**config.mk**
```make
export PLATFORM = sky130hd
export DESIGN_NAME = updown_counter_n
export DESIGN_NICKNAME = d
export VERILOG_FILES = /design/src/rtl/counter_pkg.sv /design/src/rtl/count_next.sv /design/src/rtl/updown_counter_n.sv
export SDC_FILE = /design/constraint.sdc
export NUM_CORES = 1
export LEC_CHECK = 0
export ABC_AREA = 1
export ABC_CLOCK_PERIOD_IN_PS = 1600
export BUFFER_PORTS_ARGS = -buffer_cell sky130_fd_sc_hd__buf_2
export CAP_MARGIN = 20
export CORE_MARGIN = 2
export CORE_UTILIZATION = 46
export DETAILED_ROUTE_END_ITERATION = 12
export PLACE_DENSITY = 0.86
export SYNTH_ARGS = -nofsm -noshare
export SYNTH_HDL_FRONTEND = slang
export SYNTH_SLANG_ARGS = --single-unit
```
**constraint.sdc**
```tcl
create_clock -name clk -period 1.6 [get_ports clk]
set_input_delay 0.16 -clock clk [delete_from_list [all_inputs] [get_ports clk]]
set_output_delay 0.16 -clock clk [all_outputs]
set_load 0.05 [all_outputs]
```
**src/rtl/counter_pkg.sv**
```systemverilog
// Shared constants for the counting primitives.
//   DIR_UP / DIR_DN    : values of the up_dn control input
//   MODE_WRAP/MODE_SAT : values of the SATURATE parameter
package counter_pkg;

  localparam logic DIR_UP    = 1'b1;
  localparam logic DIR_DN    = 1'b0;

  localparam bit   MODE_WRAP = 1'b0;
  localparam bit   MODE_SAT  = 1'b1;

endpackage : counter_pkg

```
**src/rtl/count_next.sv**
```systemverilog
// Combinational next-count calculator for updown_counter_n.
// Parameters: WIDTH, MAX_COUNT (upper bound), SATURATE (wrap/hold at bounds).
// Ports:
//   i_q        in  WIDTH  current count
//   i_up_dn    in  1      direction (DIR_UP / DIR_DN)
//   o_next     out WIDTH  count after one enabled step
//   o_at_bound out 1      current count sits at the bound for this direction
//   o_wrap_evt out 1      the step wraps around the modulus
module count_next
  import counter_pkg::*;
#(
  parameter int unsigned      WIDTH     = 8,
  parameter logic [WIDTH-1:0] MAX_COUNT = '1,
  parameter bit               SATURATE  = MODE_WRAP
) (
  input  logic [WIDTH-1:0] i_q,
  input  logic             i_up_dn,
  output logic [WIDTH-1:0] o_next,
  output logic             o_at_bound,
  output logic             o_wrap_evt
);

  logic w_up;
  logic w_at_bound;

  assign w_up       = (i_up_dn == DIR_UP);
  assign w_at_bound = w_up ? (i_q == MAX_COUNT) : (i_q == '0);
  assign o_at_bound = w_at_bound;

  // Away from the bound a plain WIDTH-bit +/-1 never leaves 0..MAX_COUNT,
  // so the modulus only matters at the bound itself.
  always_comb begin
    o_next     = i_q;
    o_wrap_evt = 1'b0;
    if (!w_at_bound) begin
      o_next = w_up ? (i_q + WIDTH'(1)) : (i_q - WIDTH'(1));
    end else if (SATURATE == MODE_WRAP) begin
      o_next     = w_up ? '0 : MAX_COUNT;
      o_wrap_evt = 1'b1;
    end
  end

endmodule : count_next

```
**src/rtl/updown_counter_n.sv**
```systemverilog
// Parametrised up/down counter with wrap or saturate behaviour.
// Parameters: WIDTH (2..32), MAX_COUNT (1..2**WIDTH-1), SATURATE (0 wrap, 1 hold).
// Ports:
//   clk      in  1      rising-edge clock
//   reset    in  1      asynchronous active-high reset
//   clear    in  1      synchronous clear of count and status
//   load     in  1      synchronous load of load_val (clamped to MAX_COUNT)
//   load_val in  WIDTH  value to load
//   en       in  1      count enable
//   up_dn    in  1      1 = up, 0 = down
//   Qout     out WIDTH  registered count
//   tc       out 1      combinational terminal count for the current direction
//   wrap     out 1      registered one-cycle wrap pulse
//   ovf      out 1      registered sticky overflow/underflow flag
// Priority per edge: reset > clear > load > en.
module updown_counter_n
  import counter_pkg::*;
#(
  parameter int unsigned      WIDTH     = 8,
  parameter logic [WIDTH-1:0] MAX_COUNT = '1,
  parameter bit               SATURATE  = MODE_WRAP
) (
  input  logic             clk,
  input  logic             reset,
  input  logic             clear,
  input  logic             load,
  input  logic [WIDTH-1:0] load_val,
  input  logic             en,
  input  logic             up_dn,
  output logic [WIDTH-1:0] Qout,
  output logic             tc,
  output logic             wrap,
  output logic             ovf
);

  logic [WIDTH-1:0] r_q;
  logic             r_wrap;
  logic             r_ovf;

  logic [WIDTH-1:0] w_next;
  logic             w_at_bound;
  logic             w_wrap_evt;
  logic [WIDTH-1:0] w_load_clamped;

  count_next #(
    .WIDTH     (WIDTH),
    .MAX_COUNT (MAX_COUNT),
    .SATURATE  (SATURATE)
  ) u_count_next (
    .i_q        (r_q),
    .i_up_dn    (up_dn),
    .o_next     (w_next),
    .o_at_bound (w_at_bound),
    .o_wrap_evt (w_wrap_evt)
  );

  assign w_load_clamped = (load_val > MAX_COUNT) ? MAX_COUNT : load_val;

  always_ff @(posedge clk or posedge reset) begin
    if (reset) begin
      r_q    <= '0;
      r_wrap <= 1'b0;
      r_ovf  <= 1'b0;
    end else if (clear) begin
      r_q    <= '0;
      r_wrap <= 1'b0;
      r_ovf  <= 1'b0;
    end else if (load) begin
      r_q    <= w_load_clamped;
      r_wrap <= 1'b0;
    end else if (en) begin
      r_q    <= w_next;
      r_wrap <= w_wrap_evt;
      // Hitting the bound while enabled is an overflow in both modes.
      if (w_at_bound) begin
        r_ovf <= 1'b1;
      end
    end else begin
      r_wrap <= 1'b0;
    end
  end

  assign Qout = r_q;
  assign wrap = r_wrap;
  assign ovf  = r_ovf;
  assign tc   = w_at_bound;

endmodule : updown_counter_n

```
-- Yosys cells after proc, flatten, opt, wreduce, memory -nomap -nowiden
Cells that the tools add are included.
- output and inout bits: 11
- input port bits: 14
- flip-flop bits (word level): 10
- word-level logic and storage cells: 29
- muxes and demuxes: 16
- $lt $le $gt $ge: 1
- eq/ne operators: 2
- reduce and logical (&&, ||, !) cells: 5
- $add $sub $neg: 2
- operator list (operator ; number):
    8-bit 2-to-1 mux ; 7
    1-bit 2-to-1 mux ; 9
    8-bit by 1-bit adder with 8-bit output (second input constant) ; 1
    8-bit == test (second input constant) ; 1
    8-bit > comparator (second input constant) ; 1
    8-bit zero test ; 1
    8-bit by 1-bit subtractor with 8-bit output (second input constant) ; 1
    2-bit nonzero test ; 2
    3-bit AND reduction ; 1
    3-bit nonzero test ; 1
    2-bit inequality test (second input constant) ; 1

-- Depth between registers and ports, before layout
Gate-level depths: netlist of run 1.
- word-level depth: 6
- mapped depth: 13
- gate-level depth less buffers: 13

-- Modules after synthesis
Synthesis of run 1 repeated with hierarchy kept, for this count alone.
- cells, all modules: 150
- area total of the unflattened synthesis: 958.4 um^2
- modules (own cells, without submodules) (module ; cells an instance ; area an instance (um^2) ; sequential area each (um^2) ; instances):
    updown_counter_n ; 69 ; 515.5 ; 250.2 ; 1
    count_next ; 81 ; 442.9 ; 0.0 ; 1

-- Worst setup path before layout of run 1
OpenSTA, ideal clock, no wires.
- kind: register to register
- start point: register r_q[0] (netlist: Qout[0])
- end point: register r_q[4] (netlist: Qout[4])
- setup slack: -301 ps
- clock period less this slack: 1901 ps
- setup time: 122 ps
- buffers on the path: 0
- stages on the path, launching flop included: 13
- required time: 1478 ps
- data arrival time: 1779 ps
- cell sequence: dfrtp_1 inv_1 fa_1 inv_1 nand2_1 nand2_1 nand2_1 xor2_1 nand2_1 nand2_1 nand2_1 nand2_1 o21ai_1
- word-level cells in the longest chain between the ends: 6
- elaborated cells on any way between the ends: 10
- classes of those cells: add/sub (2); eq/ne (1); mux (6); reduce/logical (1)
- RTL lines (what ; line ; source):
    start, declared ; updown_counter_n.sv:36 ; logic [WIDTH-1:0] r_q;
    start signal, assigned ; updown_counter_n.sv:69 ; r_q <= w_load_clamped;
    start signal, assigned ; updown_counter_n.sv:72 ; r_q <= w_next;
    8-bit by 1-bit subtractor with 8-bit output (tied with other cells) ; count_next.sv:36 ; o_next = w_up ? (i_q + WIDTH'(1)) : (i_q - WIDTH'(1));
    8-bit 2-to-1 mux or 1-bit 2-to-1 mux (tied branches) ; count_next.sv:36, count_next.sv:27 ;
    8-bit 2-to-1 mux (*) ; count_next.sv:35 ; if (!w_at_bound) begin
    8-bit 2-to-1 mux (*) ; updown_counter_n.sv:71 ; end else if (en) begin
    8-bit 2-to-1 mux (*) ; updown_counter_n.sv:68 ; end else if (load) begin
    8-bit 2-to-1 mux (*) ; updown_counter_n.sv:64 ; end else if (clear) begin
Mark *: on every way between the ends. The rest lies on a longest branch, timed or not. The select of a mux whose other input is x is not followed.
A chain may end at the register's enable or synchronous reset.

-- Final worst setup path of run 1
- start point: register r_q[2] (netlist: Qout[2])
- end point: output port tc
- word-level cells in the longest chain between the ends: 2
- elaborated cells on any way between the ends: 3
- classes of those cells: eq/ne (1); mux (1); reduce/logical (1)
- RTL lines (what ; line ; source):
    8-bit == test or 8-bit zero test (tied branches) ; count_next.sv:27 ; assign w_at_bound = w_up ? (i_q == MAX_COUNT) : (i_q == '0);
    1-bit 2-to-1 mux (*) ; count_next.sv:27 ;
    end, declared ; updown_counter_n.sv:31 ; output logic tc,
Mark *: on every way between the ends. The rest lies on a longest branch, timed or not.

==> results of run 1 <==
==> timing repair <==
action / CTS / global route
gates resized for setup: 15 / 9
endpoints found under the setup margin: 3 / 7
buffers inserted: 2 / 3
pin swaps: 5 / 10
endpoints found under the hold margin: 10 / 0
hold buffers: 1 / 0
==> sequential cells by signal, indices dropped and copies added (netlist names) <==
name  flops
Qout      8
wrap      1
ovf       1
==> worst reg2reg max path, delay by kind of cell (launching register included) <==
kind | cells | cell delay (ns)
fa+ha+maj | 1 | 0.36
compound gates | 1 | 0.07
xor+xnor | 1 | 0.14
buf+inv | 2 | 0.13
simple gates | 7 | 0.43
flops | 1 | 0.41
==> stage by stage <==
step	util, %	hold WS (ns)	instances	TNS, ns
4_1_cts	67.0	0.182	216	0
3_5_place_dp	60.8	0.163	209	-0.0778
2_1_floorplan	-	-0.000294	153	-0.0855
3_3_place_gp	60.8	0.153	209	-0.00738
5_1_grt	70.0	0.206	219	-0.819
6_report	70.0	0.190	219	-0.183
==> where the power goes <==
group | switching [mW] | internal, mW
Clock | 0.0930 | 0.138
Combinational | 0.286 | 0.187
Sequential | 0.0268 | 0.273
Total | 0.406 | 0.598
==> area by class of cell <==
class                      count  share of cell area, %
clock buffer                   4                   2.64
inverter                      23                   6.28
multi-input combinational    118                   52.5
sequential                    10                   18.9
tap                           27                   2.46
timing repair buffer          37                   17.3
==> logic make-up (layout without fill, tap and decap cells) <==
family	after synthesis	in the layout	synth area share, %
and+or+nand+nor	93	93	42.6
buffers and inverters	25	64	10.4
AOI/OAI and AO/OA	16	16	8.71
DFF	10	10	26.4
adders and majority gates	7	7	10.0
xor gates and xnor gates	2	2	1.85
==> layout by cell type, fill, tap and decap left out, types with 5 or more instances in the layout <==
cell type  Yosys  routed
nand3_1        8       6
nand2_1       57      54
inv_1         19      14
nor2_1        16      12
nand2_2        3       6
dfrtp_2        0       7
o21ai_0        5       5
inv_2          4       9
buf_4          1      10
ha_4           0       5
buf_2          1      23
a21oi_1        8       5
==> worst paths after layout <==
kind                                      from                  end  slack, ns  depth (start not counted)
hold / removal                           clear       wrap$_DFF_PP0_       0.19                          2
max in group asynchronous                reset  Qout[6]$_DFFE_PP0P_       0.87                          3
min in group asynchronous                reset      ovf$_DFFE_PP0P_       0.42                          3
setup / recovery           Qout[2]$_DFFE_PP0P_                   tc       -0.1                          7
hold reg to reg                ovf$_DFFE_PP0P_      ovf$_DFFE_PP0P_       0.48                          1
setup reg to reg           Qout[1]$_DFFE_PP0P_  Qout[4]$_DFFE_PP0P_      -0.06                         12
==> metal layers <==
metal	global-route usage, %	routed length [um]	vias up
met5	0	0	-
met4	9.72	67	0
met3	2.45	170	10
met2	41.7	1350	51
met1	28.3	1140	472
li1	-	-	556
==> impl_summary.txt, run 1 <==
----------------------------------------------------
[Status]
  Result of the run ... finished with violations
  Failing checks ... setup timing

[Floorplan]
  Number of top-level design ports ... 25
  Vertical extent of the die ... 49.4 um
  Standard cell core area ... 1960 sq um
  Die boundary width ... 49.4 um
  Site row count ... 16
  Initial Utilization ... 48.3%
  Area of the die ... 2440 sq um

[Synth]
  Most numerous cell types in the synthesized netlist ... 57 x nand2_1, 19 x inv_1, 16 x nor2_1
  Cell types with the largest area share after synthesis ... dfrtp_1 26%, nand2_1 23%, ha_1 7.9%, inv_1 7.5%, nor2_1 6.3%
  Mean area per synthesized cell ... 6.20 sq um
  Dominant register cell in the synthesized netlist ... dfrtp_1
  Register bit total from synthesis ... 10
  Share of synthesized registers carrying an async set or reset ... 100%
  Library cells used by synthesis ... 22
  Area share of the leading cell type in the synthesized netlist ... 26.4%
  EDFF count, synth ... 0
  Most numerous cell in the Yosys netlist ... nand2_1
  Synthesized cell area ... 948 sq um
  Post-Synthesis Cells ... 153
  Post-synthesis sequential area ratio ... 26.4%
  Largest area contributor in the synthesized netlist ... dfrtp_1
  Synth Net Count ... 174
  Number of warnings printed during yosys synthesis ... 0

[Power]
  Power per unit of standard cell area ... 731 nW/um^2
  Total power of the final layout ... 1.00 mW
  Leakage power total ... 0.745 nW
  Largest voltage drop on the vdd net ... 0.515 mV

[Final layout]
  Count of filler cells inserted in the layout ... 167
  Share of cells above drive strength 1 ... 43.2%
  Design Area, Final ... 1370 sq um
  Area taken by multi-input logic gates ... 721 sq um
  Total Nets Final ... 214
  Sequential cell area ... 259 sq um
  Layout Area Growth over Synthesis ... 44.9%
  Antenna cells ... 0

[Route]
  Initial detailed-routing violation count ... 33
  Number of detailed-routing iterations run before antenna repair ... 4
  Average wire per cell in the routed design ... 12.4 um
  Vias per Instance ... 4.97
  Wire length reported by the detailed router ... 2720 um
  Number of vias in the routed layout ... 1,089
  Antenna-violating nets left ... 0
  Residual DRC count ... 0

[Critical path]
  Series of cell instances along the critical path ... buf_4, nor2_1, nand3_2, nor2_4, nor2_4, inv_2, buf_8
  Worst path required time ... 1.44 ns
  Nature of the critical path startpoint ... flip-flop
  Type of the worst setup path ... flip-flop to output port
  Top delay family on crit path ... simple AND/OR/NAND/NOR gates
  Capturing element type of the critical path ... output port
  Critical path buffers and inverters ... 3
  Worst path slowest cell ... dfrtp_2
  Crit path max fanout ... 4
  Cell type with the highest occurrence count on the critical path ... nor2_4
  Endpoint arrival time on the critical path ... 1.54 ns
  Slowest cell delay on critical path ... 0.41 ns

[Clock tree]
  Clock buffer depth ... 2
  CTS Buf Count ... 3
  Root cell of the clock tree ... clkbuf_4
  TritonCTS clock tree ... built
  Clock tree sinks ... 10
  Clock insertion delay at the later pin of the skew report ... 0.27 ns
  H-tree depth ... 1
  Clock transition at the registers of the reported paths ... 0.07 ns

[Place]
  Routability cong. ... 0.862
  Placed cell areas ... 1190 sq um
  Final HPWL from detailed placement ... 2020 um
  IO buf count ... 24
  Post-placement worst setup slack ... -0.0429 ns

[Timing]
  Final worst setup slack ... -0.0982 ns
  Setup repair after global routing missed its margin ... true
  Final critical delay including setup and external delays ... 1.70 ns
  Achievable frequency ... 0.589 GHz
  Final Max Slew Viols ... 0
  Final hold vios ... 0
  Worst relative slew slack ... 73.5%
  Part of the cycle the worst path needs ... 106%
  Setup violators final ... 4
  Worst slew pin tran ... 0.395 ns
  Worst-case clock skew ... 0.00553 ns

[GRT]
  Pin count of the biggest net entering global routing ... 11
  Total congestion overflow after global routing ... 0
  First-pass GRT wire length ... 4420 um
  All-layer global routing usage ... 23.4%
  Number of antenna violations at the first check in global routing ... 0
  Vias in the first global route ... 1,022

[Worst hold path]
  Path category of the worst min-delay check ... input pin to flip-flop

[Job]
  Max-cap violation count ... 0

----------------------------------------------------
Note: power is estimated with default switching activity, not from simulation.
==> run 2, diff against run 1 <==
==> constraint.sdc (replaced) <==
create_clock -name clk -period 1.6 [get_ports clk]
set_input_delay 0.24 -clock clk [delete_from_list [all_inputs] [get_ports clk]]
set_output_delay 0.24 -clock clk [all_outputs]
set_load 0.05 [all_outputs]
==> run 2 against run 1 <==
Compared with the run above:
- the flow still finishes with violations (setup timing)
- flip-flop and latch count stayed put
- hold slack improved by 0.075 ns
- critical path depth stayed put
- clock power is 2% lower
- critical path type unchanged
- highest routed layer unchanged
- setup slack gained 0.018 ns
- via count rose by 2.8%
- largest cell class unchanged
- cell area rose by 0.18%
- utilization up 0.13 points
- first-iteration DRC count is 33% lower
- register-to-register slack improved by 0.03 ns
- sequential power is 2% higher
- non-clock buffer count increased by 3
==> impl_summary.txt, run 2 (synthesis results as in run 1) <==
----------------------------------------------------
[Critical path]
  Setup slack of the worst register-to-register path ... -0.03 ns (+0.03 ns)
  Type of the worst setup path ... flip-flop to output port
  Capturing element type of the critical path ... output port
  Critical path buffers and inverters ... 3 (unchanged)
  Worst path required time ... 1.36 ns (-0.08 ns)
  Worst path slowest cell ... dfrtp_2
  Top delay family on crit path ... simple AND/OR/NAND/NOR gates
  Series of cell instances along the critical path ... buf_6, nor2_1, nand2_1, nor2_4, nor2_4, inv_2, buf_8
  Nature of the critical path startpoint ... flip-flop
  Slowest cell delay on critical path ... 0.42 ns (about the same)
  Endpoint arrival time on the critical path ... 1.44 ns (-0.10 ns)
  Cell type with the highest occurrence count on the critical path ... nor2_4
  Crit path max fanout ... 5 (+1)

[Timing]
  Final hold vios ... 0 (unchanged)
  Achievable frequency ... 0.595 GHz (+1.1%)
  Worst slew pin tran ... 0.403 ns (+0.00780 ns)
  Final Max Slew Viols ... 0 (unchanged)
  Final critical delay including setup and external delays ... 1.68 ns (-0.0177 ns)
  Setup repair after global routing missed its margin ... true
  Final worst setup slack ... -0.0804 ns (+0.0177 ns)
  Worst relative slew slack ... 73.0% (-0.52 points)
  Part of the cycle the worst path needs ... 105% (-1.1 points)
  Worst-case clock skew ... 0.00705 ns (+0.00153 ns)
  Setup violators final ... 4 (unchanged)

[Route]
  Number of detailed-routing iterations run before antenna repair ... 5 (+1)
  Residual DRC count ... 0 (unchanged)
  Average wire per cell in the routed design ... 12.4 um (-0.23%)
  Wire length reported by the detailed router ... 2750 um (+1.1%)
  Initial detailed-routing violation count ... 22 (-33%)
  Number of vias in the routed layout ... 1,119 (+2.8%)
  Vias per Instance ... 5.04 (+1.4%)
  Antenna-violating nets left ... 0 (unchanged)

[Power]
  Power per unit of standard cell area ... 722 nW/um^2 (-1.2%)
  Total power of the final layout ... 994 uW (-0.99%)
  Power share of the clock group ... 22.8% (-0.2 points)
  Cell internal pwr ... 598 uW (about the same)
  Share of total power in combinational logic ... 46.5% (-0.6 points)
  Net switching power figure ... 396 uW (-2.4%)
  Sequential share of power ... 30.7% (+0.8 points)
  Net switching share of the total power ... 39.8% (-0.58 points)
  Largest voltage drop on the vdd net ... 0.552 mV (+7.2%)
  Leakage power total ... 0.764 nW (+2.5%)

[GRT]
  Vias in the first global route ... 1,064 (+4.1%)
  Total congestion overflow after global routing ... 0 (unchanged)
  Number of antenna violations at the first check in global routing ... 0 (unchanged)
  All-layer global routing usage ... 23.2% (-0.18 points)
  Pin count of the biggest net entering global routing ... 11 (unchanged)
  First-pass GRT wire length ... 4440 um (+0.61%)

[Status]
  Result of the run ... finished with violations
  Failing checks ... setup timing

[Place]
  Routability cong. ... 0.834 (-3.2%)
  Placed cell areas ... 1200 sq um (+0.63%)
  IO buf count ... 24 (unchanged)
  Post-placement worst setup slack ... -0.111 ns (-0.0679 ns)
  Final HPWL from detailed placement ... 1980 um (-1.8%)

[Floorplan]
  Vertical extent of the die ... 49.4 um (unchanged)
  Number of top-level design ports ... 25 (unchanged)
  Initial Utilization ... 48.3% (unchanged)
  Site row count ... 16 (unchanged)
  Die boundary width ... 49.4 um (unchanged)
  Standard cell core area ... 1960 sq um (unchanged)
  Area of the die ... 2440 sq um (unchanged)

[Final layout]
  Most frequent cells in the layout ... 54 x nand2_1, 23 x buf_2, 15 x inv_1
  Count of filler cells inserted in the layout ... 186 (+11%)
  Final Core Density ... 70.2% (+0.13 points)
  Total Nets Final ... 217 (+1.4%)
  Layout Area Growth over Synthesis ... 45.1%
  Antenna cells ... 0 (unchanged)
  Number of flip-flops under the largest register name ... 8 (unchanged)
  Most common cell after layout, fill and taps aside ... nand2_1
  Share of cells above drive strength 1 ... 41.5% (-1.7 points)
  Design Area, Final ... 1380 sq um (+0.18%)
  Area taken by multi-input logic gates ... 701 sq um (-2.8%)
  Sequential cell area ... 259 sq um (unchanged)

[Worst hold path]
  Path category of the worst min-delay check ... input pin to flip-flop

[Clock tree]
  Clock transition at the registers of the reported paths ... 0.07 ns (about the same)
  Root cell of the clock tree ... clkbuf_4
  TritonCTS clock tree ... built
  Clock insertion delay at the later pin of the skew report ... 0.27 ns (about the same)
  Clock buffer depth ... 2 (unchanged)
  CTS Buf Count ... 3 (unchanged)
  H-tree depth ... 1 (unchanged)
  Clock tree sinks ... 10 (unchanged)

[Job]
  Max-cap violation count ... 0 (unchanged)

----------------------------------------------------
run 2: worst paths after layout:
path / startpoint / to / depth (start not counted)
min reg2reg: ovf$_DFFE_PP0P_ / ovf$_DFFE_PP0P_ / 1
max: Qout[0]$_DFFE_PP0P_ / tc / 7
min: clear / wrap$_DFF_PP0_ / 2
max reg2reg: Qout[0]$_DFFE_PP0P_ / Qout[1]$_DFFE_PP0P_ / 9
min in group asynchronous: reset / ovf$_DFFE_PP0P_ / 3
max in group asynchronous: reset / Qout[5]$_DFFE_PP0P_ / 3
run 2: cell type report:
| cell class | count | area share (%) |
|---|---|---|
| timing repair buffer | 40 | 18.9 |
| tap | 27 | 2.45 |
| sequential | 10 | 18.8 |
| clock buffer | 4 | 2.64 |
| inverter | 23 | 6.27 |
| multi-input combinational | 118 | 50.9 |
run 2: power groups by stage:
stage / registers, mW / clock network, mW / logic [mW]
final: 0.305 / 0.227 / 0.462
after floorplan: 0.364 / 0 / 0.221
after detailed placement: 0.306 / 0 / 0.392
after global routing: 0.308 / 0.244 / 0.506
after CTS: 0.301 / 0.228 / 0.416
after global placement: 0.305 / 0 / 0.382
run 2: per-layer routing:
metal,share of wire (%),track usage (%),vias up
li1,-,-,561
met1,42,28.6,506
met3,5.4,1.84,7
met2,51,43.2,45
met5,0,0,-
met4,1.9,5.56,0
run 2: timing repair:
item                                    4_1_cts  5_1_grt
hold buffers                                  1        0
endpoints found under the setup margin        2        8
resized for setup                             8       11
pin swaps                                     4       11
hold endpoints to repair                     10        0
setup buffers                                 3        4
run 2: worst reg2reg max path, delay by kind of cell, from the launching register on:
| kind | cells | cell delay, ns |
|---|---|---|
| compound gates | 3 | 0.39 |
| buf+inv | 3 | 0.36 |
| flops | 1 | 0.42 |
| simple gates | 3 | 0.38 |
run 2: through the flow:
stage	cells	TNS (ns)	hold WS [ns]
after global routing	222	-0.728	0.270
after floorplan	153	-0.0855	0.0797
after global placement	210	-0.193	0.229
after detailed placement	210	-0.391	0.237
after CTS	218	-0.0480	0.264
final	222	-0.164	0.265
